## src/rtl/servo_sequencer.sv

```systemverilog
// ---------------------------------------------------------------------------
// servo_sequencer
//   Multi-channel servo swing sequencer. Each channel sits at REST_ANGLE until
//   its MCU start line shows a rising edge, swings to ACTIVE_ANGLE for a hold
//   time sampled from hold_cycles, then stays at rest through a lockout
//   (cooldown) window before it accepts another start.
//
// Ports
//   clk          system clock (single domain)
//   reset        asynchronous, active-high reset
//   song_start   per-channel start request from the MCU (asynchronous level)
//   hold_cycles  hold length in clk cycles, captured when a channel triggers
//   angle        per-channel angle, channel i at [i*ANGLE_W +: ANGLE_W]
//   busy         per-channel, high while the channel is holding or cooling
//   done         per-channel one-cycle pulse after the last hold cycle
// ---------------------------------------------------------------------------
module servo_sequencer #(
  parameter int                 NCH          = 2,
  parameter int                 ANGLE_W      = 10,
  parameter int                 CNT_W        = 32,
  parameter logic [ANGLE_W-1:0] REST_ANGLE   = 10'd180,
  parameter logic [ANGLE_W-1:0] ACTIVE_ANGLE = 10'd0,
  parameter int                 COOL_CYCLES  = 24000000,
  parameter int                 RETRIGGER    = 1
) (
  input  logic                   clk,
  input  logic                   reset,
  input  logic [NCH-1:0]         song_start,
  input  logic [CNT_W-1:0]       hold_cycles,
  output logic [NCH*ANGLE_W-1:0] angle,
  output logic [NCH-1:0]         busy,
  output logic [NCH-1:0]         done
);

  typedef enum logic [1:0] {
    ST_IDLE = 2'd0,
    ST_HOLD = 2'd1,
    ST_COOL = 2'd2
  } state_t;

  // Cooldown reload value; a zero-length cooldown skips the COOL state entirely.
  localparam logic [CNT_W-1:0] COOL_LOAD =
    (COOL_CYCLES > 0) ? CNT_W'(COOL_CYCLES - 1) : '0;

  logic [NCH-1:0]   sync1;
  logic [NCH-1:0]   sync2;
  logic [NCH-1:0]   sync3;
  logic [NCH-1:0]   start_edge;
  logic [CNT_W-1:0] hold_load;

  state_t           state [NCH];
  logic [CNT_W-1:0] cnt   [NCH];

  // Two flops bring the asynchronous start lines into the clk domain; the
  // third flop remembers the previous synchronized level for edge detection.
  always_ff @(posedge clk or posedge reset) begin
    if (reset) begin
      sync1 <= '0;
      sync2 <= '0;
      sync3 <= '0;
    end else begin
      sync1 <= song_start;
      sync2 <= sync1;
      sync3 <= sync2;
    end
  end

  assign start_edge = sync2 & ~sync3;

  // A zero hold request is treated as a one-cycle hold, so the counter load
  // is max(hold_cycles,1)-1 and can never underflow.
  assign hold_load = (hold_cycles == '0) ? '0 : hold_cycles - CNT_W'(1);

  // Per-channel IDLE/HOLD/COOL sequencing. The counter holds the number of
  // cycles remaining after the current one, so a state with load N-1 lasts N
  // cycles. done is raised on the transition out of HOLD so it appears in the
  // cycle right after the last hold cycle; a retrigger on that final cycle
  // takes priority and suppresses the pulse.
  always_ff @(posedge clk or posedge reset) begin
    if (reset) begin
      for (int i = 0; i < NCH; i++) begin
        state[i] <= ST_IDLE;
        cnt[i]   <= '0;
      end
      done <= '0;
    end else begin
      done <= '0;
      for (int i = 0; i < NCH; i++) begin
        case (state[i])
          ST_IDLE: begin
            if (start_edge[i]) begin
              state[i] <= ST_HOLD;
              cnt[i]   <= hold_load;
            end
          end
          ST_HOLD: begin
            if (start_edge[i] && (RETRIGGER != 0)) begin
              cnt[i] <= hold_load;
            end else if (cnt[i] == '0) begin
              done[i] <= 1'b1;
              if (COOL_CYCLES == 0) begin
                state[i] <= ST_IDLE;
              end else begin
                state[i] <= ST_COOL;
                cnt[i]   <= COOL_LOAD;
              end
            end else begin
              cnt[i] <= cnt[i] - CNT_W'(1);
            end
          end
          ST_COOL: begin
            if (cnt[i] == '0) begin
              state[i] <= ST_IDLE;
            end else begin
              cnt[i] <= cnt[i] - CNT_W'(1);
            end
          end
          default: begin
            state[i] <= ST_IDLE;
            cnt[i]   <= '0;
          end
        endcase
      end
    end
  end

  // Angle and busy decode straight from the registered state, so they follow
  // the state (and an asynchronous reset) without an extra cycle of lag.
  always_comb begin
    angle = '0;
    busy  = '0;
    for (int i = 0; i < NCH; i++) begin
      angle[i*ANGLE_W +: ANGLE_W] = (state[i] == ST_HOLD) ? ACTIVE_ANGLE : REST_ANGLE;
      busy[i]                     = (state[i] != ST_IDLE);
    end
  end

endmodule

```

## config.mk

```make
export PLATFORM = sky130hd
export DESIGN_NAME = servo_sequencer
export DESIGN_NICKNAME = d
export VERILOG_FILES = /design/src/rtl/servo_sequencer.sv
export SDC_FILE = /design/constraint.sdc
export NUM_CORES = 1
export LEC_CHECK = 0
export ABC_CLOCK_PERIOD_IN_PS = 8000
export CAP_MARGIN = 10
export CORE_MARGIN = 5
export CORE_UTILIZATION = 60
export CTS_CLUSTER_SIZE = 12
export DETAILED_ROUTE_END_ITERATION = 8
export PLACE_DENSITY = 0.9
export SETUP_SLACK_MARGIN = 0.3
export SYNTH_ARGS = -nofsm -noshare
export SYNTH_HDL_FRONTEND = slang
export SYNTH_SLANG_ARGS = --single-unit
```

## constraint.sdc

```tcl
create_clock -name clk -period 8 [get_ports clk]
set_clock_uncertainty 0.15 [all_clocks]
set_input_delay 1.6 -clock clk [delete_from_list [all_inputs] [get_ports clk]]
set_output_delay 1.6 -clock clk [all_outputs]
set_load 0.05 [all_outputs]
```

==> flow_summary.json <==
{
  "grt_use_met3_pct": 9.02,
  "die_y_um": 113,
  "gr-usage-all-layers_pct": 35.0,
  "regArea_um2": 1900,
  "hold_path_depth": 0,
  "rsz0062_at_grt": "false",
  "drtAntennaViolNets": 0,
  "antenna_found_initial": 0,
  "clkSlewWorstSetupHoldPaths_ps": 90,
  "core_um2": 10400,
  "ctsHoldBuffers": 0,
  "maxSlewHeadroom_pct": 18.3,
  "synthCells": 774,
  "start_kind": "input pin",
  "yosys-mux-area-fraction_pct": 0.995,
  "row_count": 37,
  "yosysUniqueCellTypes": 86,
  "fmax_ghz": 0.217,
  "post_cts_buffers": 0,
  "cts_sinks": 76,
  "grt_pass1_wl_um": 35200,
  "fin_crit_ps": 4610,
  "async_flop_share_pct": 100,
  "htreeDepth": 3,
  "ys.flop_type": "dfrtp_1",
  "worstPathMaxFanout": 14,
  "use_met2_pct": 49.5,
  "synthAdderAreaFrac_pct": 0.975,
  "ys.warnings.count": 0,
  "syn_avg_cell_area_um2": 8.29,
  "critPathArrivalTime_ps": 4740,
  "cts-root-buf": "clkbuf_8",
  "dpl.hpwl_um": 16100,
  "yosys.area_share.simple_pct": 27.6,
  "routabilityCongestion": 1.02,
  "ys_seq_area_share_pct": 29.6,
  "nets": 837,
  "drive_above_1_share_pct": 9.49,
  "antenna_cells": 0,
  "vias_per_cell": 7.29,
  "crit_path_end_kind": "flop",
  "area_delta_synth_final_pct": 10.3,
  "synth_compound_area_share_pct": 28.5,
  "drc": 0,
  "wl_per_cell_um": 24.1,
  "synth_area_um2": 6410,
  "num_vias": 6830,
  "post_cts_resized": 0,
  "ys_ff_latch": 76,
  "grt_pass1_vias": 6408,
  "post-route-period-util_pct": 57.6,
  "die_area_um2": 12900,
  "multiInputGateArea_um2": 4200,
  "worst_ep_required_time_ps": 8130,
  "clock_latency_ps": 390,
  "grt_max_degree": 77,
  "cts_buffers": 9,
  "cts_tree": "done",
  "synth_top_family_by_area": "compound AO/OA/AOI/OAI gates",
  "path_class": "input pin to flop",
  "synth_top_area_cell": "dfrtp_1",
  "grt_overflow_total": 0,
  "io_buffers": 47,
  "initial_utilization_pct": 61.9,
  "drv_slew": 0,
  "hold_path_class": "flop to flop",
  "drt_iter0_markers": 1129,
  "yosysMostFrequentCell": "dfrtp_1",
  "yosys-top-cells-count": "dfrtp_1, nor2_1, nand2_1, a21oi_1, o21ai_0",
  "setup_viol": 0,
  "irDropWorstVdd_mv": 0.178,
  "finish.utilization_pct": 68.2,
  "wirelength_um": 22500,
  "holdWs_ps": 210,
  "synthTopCellsByArea": "dfrtp_1, nor2_1, xnor2_1, a21oi_1, o21ai_0",
  "cts_buffer_depth": 2,
  "netlist.area_leader.share_pct": 29.6,
  "drt_pass1_iterations": 6,
  "synth_edf_count": 0,
  "num_io_pins": 60,
  "powerDensity_nw_per_um2": 179,
  "finalHoldViolCount": 0,
  "met1_usage_pct": 50.1,
  "synth_xor_area_share_pct": 6.69,
  "nFillCells": 869,
  "die_w_um": 113,
  "status": "completed",
  "max-cap-violations": 0,
  "grt_busiest_layer": "met1",
  "tns_ps": 0,
  "worst_pin_slew_ps": 1210,
  "leakage_nw": 2.43,
  "reg2reg_depth": 8
}
final cells by class:
class / count / share of cell area, %
clock buffers: 11 / 2.14
clock inverters: 5 / 0.849
inverters: 14 / 0.761
multi-input cells: 639 / 59.3
flip-flops and latches: 76 / 26.9
well taps: 136 / 2.41
repair buffers: 56 / 7.61
critical path, stage by stage:
cell and delay, ps:
clkdlybuf4s50_1 510, or4_4 620, nor4_2 430, nand3_1 560, o21ai_1 570, o21ai_0 200
a22o_1 250
worst paths after layout:
check	from	end	slack [ps]
max in group asynchronous	reset	state[2]	5320
worst min-delay path	sync1[1]	sync2[1]	210
worst min register to register	sync1[1]	sync2[1]	210
worst max register to register	cnt[0]	cnt[18]	3960
worst max-delay path	hold_cycles[26]	cnt[48]	3390
min in group asynchronous	reset	cnt[23]	1710
sequential cells by signal (all words and copies together), names as in the netlist:
signal,cells
cnt,64
state,4
done,2
sync1,2
sync2,2
sync3,2
per-layer routing:
metal | up-vias | part of all wire [%]
met5 | - | 0
met4 | 0 | 4.1
met3 | 79 | 13
met2 | 532 | 43
met1 | 3232 | 41
li1 | 2987 | -
where the power goes:
part | total [mW] | internal, mW | switching, mW
Sequential | 0.567 | 0.451 | 0.115
Clock | 0.331 | 0.161 | 0.170
Combinational | 0.371 | 0.162 | 0.208
cell usage in the layout (no fill, tap or decap), drive strengths merged, types with 9 or more instances in the layout:
master / count
o31ai: 11
nand2b: 15
clkbuf: 11
o21ai: 65
nor2: 76
buf: 9
o221ai: 12
nand3: 29
conb: 12
nor3: 29
nand2: 58
or4: 20
xnor2: 30
xor2: 19
o211ai: 16
nand4: 15
inv: 12
nor4: 23
or3: 14
clkdlybuf4s50: 47
a21oi: 49
dfrtp: 76
o22ai: 12
a22o: 11
a221o: 11
cell families after synthesis:
logic type / count (synthesis)
xor gates and xnor gates: 49
buffers and inverters: 70
adders and majority gates: 5
muxes: 6
AOI/OAI and AO/OA: 257
DFF: 76
and+or+nand+nor: 310
other: 1
through the flow:
stage | cells | setup slack, ps | power, mW | cell area (µm²)
6_report | 937 | 3390 | 1.27 | 7070
3_5_place_dp | 921 | 3140 | 0.926 | 6860
2_1_floorplan | 785 | 4250 | 0.815 | 6460
5_1_grt | 937 | 3290 | 1.32 | 7070
4_1_cts | 937 | 3510 | 1.25 | 7070
3_3_place_gp | 921 | 3270 | 0.902 | 6860
(Power assumes the default switching activity.)
